--- src/rtl/icache_responder.sv ---
// Direct-mapped, one-word-block, read-only instruction cache.
// Hits are answered in the same cycle; misses are refilled from memory by a two-state FSM.
module icache_responder #(
    parameter int SETS   = 16,
    parameter int ADDR_W = 32
) (
    input  logic              CLK,
    input  logic              nRST,
    input  logic              imemREN,
    input  logic [ADDR_W-1:0] imemaddr,
    output logic              ihit,
    output logic [ADDR_W-1:0] imemload,
    output logic              iREN,
    output logic [ADDR_W-1:0] iaddr,
    input  logic              iwait,
    input  logic [ADDR_W-1:0] iload
);
    localparam int IDX_W = $clog2(SETS);
    localparam int TAG_W = ADDR_W - IDX_W - 2;

    typedef enum logic {IDLE = 1'b0, FETCH = 1'b1} state_t;

    state_t            state_q;
    logic [ADDR_W-3:0] miss_q;
    logic [SETS-1:0]   valid_q;
    logic [TAG_W-1:0]  tag_q  [SETS];
    logic [ADDR_W-1:0] data_q [SETS];

    logic [IDX_W-1:0]  idx;
    logic [TAG_W-1:0]  tag;
    logic [IDX_W-1:0]  miss_idx;
    logic [TAG_W-1:0]  miss_tag;
    logic              hit;
    logic              fill;
    logic              unused_byte_off;

    assign idx             = imemaddr[IDX_W+1:2];
    assign tag             = imemaddr[ADDR_W-1:IDX_W+2];
    assign miss_idx        = miss_q[IDX_W-1:0];
    assign miss_tag        = miss_q[ADDR_W-3:IDX_W];
    assign unused_byte_off = ^imemaddr[1:0];

    assign hit  = imemREN & valid_q[idx] & (tag_q[idx] == tag);
    assign fill = (state_q == FETCH) & ~iwait;

    // Nothing is forwarded from iload; the filled word is served from the frame next cycle.
    assign ihit     = (state_q == IDLE) & hit;
    assign imemload = ihit ? data_q[idx] : '0;
    assign iREN     = (state_q == FETCH);
    assign iaddr    = iREN ? {miss_q, 2'b00} : '0;

    always_ff @(posedge CLK or negedge nRST) begin
        if (!nRST) begin
            state_q <= IDLE;
            miss_q  <= '0;
            valid_q <= '0;
        end else begin
            case (state_q)
                IDLE: begin
                    if (imemREN && !hit) begin
                        miss_q  <= imemaddr[ADDR_W-1:2];
                        state_q <= FETCH;
                    end
                end
                FETCH: begin
                    // The latched miss address owns the fill; request changes wait until IDLE.
                    if (!iwait) begin
                        valid_q[miss_idx] <= 1'b1;
                        state_q           <= IDLE;
                    end
                end
                default: state_q <= IDLE;
            endcase
        end
    end

    // Tag and data carry no reset; the valid bits alone qualify them.
    always_ff @(posedge CLK) begin
        if (fill) begin
            tag_q[miss_idx]  <= miss_tag;
            data_q[miss_idx] <= iload;
        end
    end

endmodule

--- config.mk ---
export PLATFORM = sky130hd
export DESIGN_NAME = icache_responder
export DESIGN_NICKNAME = d
export VERILOG_FILES = /design/src/rtl/icache_responder.sv
export SDC_FILE = /design/constraint.sdc
export NUM_CORES = 1
export LEC_CHECK = 0
export BUFFER_PORTS_ARGS = -buffer_cell sky130_fd_sc_hd__buf_2
export CORE_ASPECT_RATIO = 0.8
export CORE_MARGIN = 2
export CORE_UTILIZATION = 54
export CTS_BUF_LIST = sky130_fd_sc_hd__clkbuf_8
export CTS_CLUSTER_DIAMETER = 100
export CTS_CLUSTER_SIZE = 8
export DETAILED_ROUTE_END_ITERATION = 10
export HOLD_SLACK_MARGIN = 0.1
export MAX_ROUTING_LAYER = met4
export PLACE_DENSITY = 0.71
export SLEW_MARGIN = 10
export SYNTH_ARGS = -nofsm -noshare
export SYNTH_HDL_FRONTEND = slang
export SYNTH_SLANG_ARGS = --single-unit
--- constraint.sdc ---
create_clock -name CLK -period 10.9 [get_ports CLK]
set_clock_uncertainty 0.2 [all_clocks]
set_input_delay 1.09 -clock CLK [delete_from_list [all_inputs] [get_ports CLK]]
set_output_delay 1.09 -clock CLK [all_outputs]
set_load 0.05 [all_outputs]
==> metrics.csv, run 1 <==
metric,value,unit
Initial Util,0.548,
run status,"complete, no violations",
Mean Syn Cell Area,22.8,um2
"commonest non-fill, non-tap cell in the layout",edfxtp_1,
Post-synth EDFFs,928,
Setup crit start kind,input port,
Placer Congestion,0.786,
Worst-path clk slew,0.06,ns
Avg WL per Cell,28.7,um
post-synth cell types,61,
final wirelength,82900,um
fin crit period,7.22,ns
Num Clock Sinks,975,
total I/O pin count,134,
RSZ-0062 raised after global routing,false,
DP HPWL,42900,um
setup bufs post-CTS,0,
vias post-DR,18000,
Tcrit/Tclk final,0.662,
Max-slew headroom,0.236,
reg-to-reg startpoint,tag_q[1][14],
core area,69200,um2
post-route setup TNS,0,ns
CTS-repair resized insts,0,
post-route ant nets,0,
setup violators final,0,
Initial DRC Count,2075,
Slew Limit Fails,0,
Final #Nets,1959,
final hold violations,0,
"Data required, critical path",9.61,ns
Area Overhead vs Synth,10.7,%
multi-input logic area,8510,um2
CP startpoint,imemaddr[2],
worst skew pair latency,0.78,ns
CTS tree,built,
Die W,300,um
register area,29000,um2
via/cell ratio,6.21,
sequential area share after synthesis,0.766,
largest net degree at the start of global routing,118,
asr flop ratio synth,0.0482,
Post-synth top flop,edfxtp_1,
GRT Util Overall,0.242,
max cap viols,0,
Synth Warn #,0,
Syn Inst Count,1664,
Port Buffers,129,
initial antenna violation count,9,
most frequent cells in the layout,"edfxtp_1, mux4_2, clkbuf_8",
grt total ovfl,0,
Crit. End Element,primary output,
htree depth,4,
hold buffers post-CTS,0,
Post-route DRC,0,
layout cells sized above 1,0.335,
crit path kind,input port to primary output,
Hold Crit Class,input port to async pin,
Worst Tran Pin Value,1.15,ns
CTS root buf,clkbuf_8,
Longest Clk Path Bufs,3,
placement row count,86,
"flops & latches, synth",975,
CP Max Fanout,55,
fillers,4703,
FMAX,139,MHz
DRT Pass-1 Iters,6,
Die Y,241,um
leakage,13.9,nW
Layout Utilization,0.607,
CTS buffer count,139,
die footprint,72400,um2
synthesized area,37900,um2
Power Dens Cells,181,nW/um2
"Arr. time, crit path",5.93,ns
number of global-route vias before repair,18200,
first-pass GRT wire length,121000,um
Peak VDD IR,0.111,mV
## power breakdown
part	leakage [nW]	internal [mW]	total [mW]	switching (mW)
combinational	3.60	0.253	0.622	0.369
clock	1.36	1.21	2.49	1.27
sequential	8.91	4.33	4.48	0.145
total	13.9	5.80	7.59	1.79
## critical path, cell delays in order
cell	delay [ns]
buf_8	0.41
buf_4	0.88
mux4_2	0.62
mux4_2	0.51
xor2_1	0.28
or3_1	0.43
nor4b_1	0.30
and4_1	0.28
buf_4	0.40
and2_1	0.25
buf_2	0.28
## cell type report
class,instances,area share
diodes,9,0.000536
clock buffers,146,0.0478
clock inverters,62,0.00617
inverters,4,0.000387
multi-input cells,602,0.203
flip-flops and latches,975,0.691
well taps,924,0.0275
repair buffers,169,0.0234
## sequential cells by signal, summed over array words and instances, names as in the netlist
| register | count |
|---|---|
| miss_q | 30 |
| iREN | 1 |
| valid_q | 16 |
| data_q | 512 |
| tag_q | 416 |
## through the flow
stage	area [um2]	power, mW	hold slack [ns]	setup slack [ns]	cells
final	42000	7.59	0.265	3.68	2891
after global routing	42000	7.85	0.281	3.36	2891
after CTS	42000	7.65	0.239	3.69	2882
after detailed placement	39700	5.18	0.251	3.70	2674
after global placement	39700	5.15	0.246	3.78	2674
after floorplan	37900	4.93	0.234	4.55	1665
## logic make-up after synthesis
family	count (synthesis)	share of synthesized area
muxes	333	0.176
and+or+nand+nor	177	0.0264
DFF	975	0.766
buffers and inverters	88	0.0131
xor gates and xnor gates	26	0.00600
other	1	0.0000989
AOI/OAI and AO/OA	64	0.0126
## path summary, 6_finish.rpt
check / to / slack [ns] / cells past startpoint
min reg2reg: valid_q[11] / 0.27 / 1
max in group asynchronous: valid_q[8] / 9.71 / 2
max reg2reg: miss_q[29] / 6.71 / 8
min in group CLK: valid_q[11] / 0.27 / 1
max: imemload[22] / 3.68 / 11
min: miss_q[27] / 0.26 / 2
## cell usage after synthesis, types with 2 or more instances
cell,instances,area share
edfxtp_1,928,0.73
mux4_2,255,0.15
and2_1,63,0.010
dfrtp_1,47,0.031
mux2i_1,38,0.010
buf_2,31,0.0041
clkbuf_1,31,0.0031
mux2_4,29,0.011
nor2_1,24,0.0024
or2_2,19,0.0031
nand2_1,18,0.0018
xnor2_1,15,0.0035
buf_4,11,0.0022
mux2_2,11,0.0033
nand3_1,11,0.0015
xor2_1,11,0.0025
a22oi_1,10,0.0020
nand2b_1,10,0.0016
o22ai_1,9,0.0015
buf_6,7,0.0021
nor3_1,6,0.00079
o21ai_0,6,0.00079
a22o_1,5,0.0012
nor2b_1,5,0.00082
or3_1,5,0.00082
a21o_1,4,0.00079
a21oi_1,4,0.00053
inv_1,4,0.00040
a221oi_1,3,0.00069
a31oi_1,3,0.00049
buf_8,3,0.0012
nor4_1,3,0.00049
o22a_1,3,0.00069
nand4_1,2,0.00033
o2111a_1,2,0.00059
o21a_1,2,0.00040
o221ai_1,2,0.00046
## metal layers
layer,vias up,track usage,part of all wire
met4,0,0.0824,0.022
met2,810,0.362,0.48
met5,-,-,0
met3,123,0.0525,0.083
met1,9617,0.336,0.41
li1,7411,-,-
(Power assumes the default switching activity.)
==> run 2, diff against run 1 <==
- clock period: 10.9 -> 7 ns (I/O delays scaled with it)
==> run 2 against run 1 <==
Largest power group unchanged. Highest routed layer unchanged. Critical endpoint unchanged. Clock power grew 57%. Critical path type unchanged. Flip-flop and latch count is the same. Sequential power grew 56%. Cell count grew 2.5%. Largest cell class unchanged. Via count grew 1.6%.
==> metrics.csv, run 2 (synthesis gave the netlist of run 1 again) <==
metric,value,unit
RSZ-0062 raised after global routing,false,
leakage,14.2,nW
DP HPWL,44200,um
met3 wire len,7430,um
most frequent cells in the layout,"edfxtp_1, mux4_2, clkbuf_8",
Largest Register,data_q,
crit path kind,input port to primary output,
Tcrit/Tclk final,0.807,
M1 wire length,33300,um
Crit. End Element,primary output,
initial antenna violation count,4,
Largest register FFs,512,
run status,"complete, no violations",
"commonest non-fill, non-tap cell in the layout",edfxtp_1,
placement row count,86,
post-route setup TNS,0,ns
Sw Pwr,2.85,mW
met2 wire length,41300,um
Worst-path clk slew,0.06,ns
Peak VDD IR,0.204,mV
vias post-DR,18200,
final hold violations,0,
sequential share of power,0.586,
first-pass GRT wire length,123000,um
worst skew pair latency,0.79,ns
Internal,9.04,mW
fin crit period,5.65,ns
GRT Util Overall,0.247,
Post-Place Worst Slack,1.31,ns
largest net degree at the start of global routing,120,
final wirelength,84000,um
Gate power share,0.085,
biggest regs,"data_q: 512 flops, tag_q: 416 flops, miss_q: 30 flops",
Power Dens Cells,278,nW/um2
Slew Limit Fails,0,
grt total ovfl,0,
Initial Util,0.548,
Avg WL per Cell,28.3,um
top layer in use,met4,
CTS root buf,clkbuf_8,
Max-slew headroom,0.218,
Die Y,241,um
setup violators final,0,
CTS tree,built,
number of global-route vias before repair,18800,
fin worst setup slack,1.35,ns
htree depth,4,
Hold Crit Class,flop to flop,
switching part of the total,0.240,
die footprint,72400,um2
FMAX,177,MHz
via/cell ratio,6.15,
Port Buffers,129,
DRT Pass-1 Iters,5,
Worst Tran Pin Value,1.17,ns
Die W,300,um
Initial DRC Count,1897,
max cap viols,0,
core area,69200,um2
Post-route DRC,0,
CP Max Fanout,69,
"Data required, critical path",6.10,ns
total I/O pin count,134,
CTS buffer count,139,
layout cells sized above 1,0.326,
Longest Clk Path Bufs,3,
"Arr. time, crit path",4.75,ns
Placer Congestion,0.796,
setup bufs post-CTS,0,
Setup crit start kind,input port,
Area Overhead vs Synth,12.6,%
post-route ant nets,0,
Final #Nets,2025,
Clk pwr share,0.328,
Num Clock Sinks,975,
[run 2: timing repair]
| action | 4_1_cts | 5_1_grt |
|---|---|---|
| hold buffers | 60 | 0 |
| hold endpoints to repair | 586 | 0 |
| gates resized for setup | 0 | 0 |
[run 2: area by class of cell]
| class | instances | area, um2 |
|---|---|---|
| Sequential cell | 975 | 29000 |
| Fill cell | 4669 | 26500 |
| Multi-Input combinational cell | 602 | 8510 |
| Clock buffer | 142 | 1950 |
| Timing Repair Buffer | 235 | 1650 |
| Tap cell | 924 | 1160 |
| Clock inverter | 76 | 352 |
| Inverter | 4 | 16.3 |
| Antenna cell | 6 | 15.0 |
[run 2: worst paths after layout]
check	startpoint	to	slack [ns]	depth (start not counted)
worst min-delay path	valid_q[13]	valid_q[13]	0.26	1
min in group asynchronous	nRST	miss_q[24]	0.42	3
max in group asynchronous	nRST	valid_q[4]	5.62	3
worst max-delay path	imemaddr[2]	imemload[22]	1.35	11
worst min register to register	valid_q[13]	valid_q[13]	0.26	1
worst max register to register	tag_q[15][14]	miss_q[11]	2.78	8
[run 2: layer usage]
layer / up-vias / GRT usage
li1: 7541 / -
met1: 9713 / 0.335
met2: 839 / 0.375
met3: 148 / 0.0552
met4: 0 / 0.0838
met5: - / -
[run 2: metrics by stage]
step / util / hold WS, ns / std cells / area, um2 / total power, mW
3_3_place_gp: 0.575 / 0.245 / 2680 / 39800 / 8.03
2_1_floorplan: - / 0.204 / 1665 / 37900 / 7.68
6_report: 0.617 / 0.264 / 2964 / 42700 / 11.9
4_1_cts: 0.617 / 0.267 / 2958 / 42700 / 12.0
3_5_place_dp: 0.575 / 0.251 / 2680 / 39800 / 8.08
5_1_grt: 0.617 / 0.288 / 2962 / 42700 / 12.3
[run 2: critical path, stage by stage]
cell and delay (ns):
buf_8 0.52, mux4_2 0.61, a22oi_1 0.23, a31oi_1 0.10, nand2b_1 0.24, or4_1 0.61
nor3_2 0.35, and4_1 0.28, buf_4 0.40, and2_1 0.24, buf_2 0.28
[run 2: power groups by stage]
stage	Sequential [mW]	Combinational (mW)	Clock [mW]
final	6.97	1.01	3.90
after global routing	7.00	1.07	4.22
after CTS	6.97	1.02	3.98
after detailed placement	7.09	0.988	0
after global placement	7.06	0.971	0
after floorplan	7.01	0.676	0
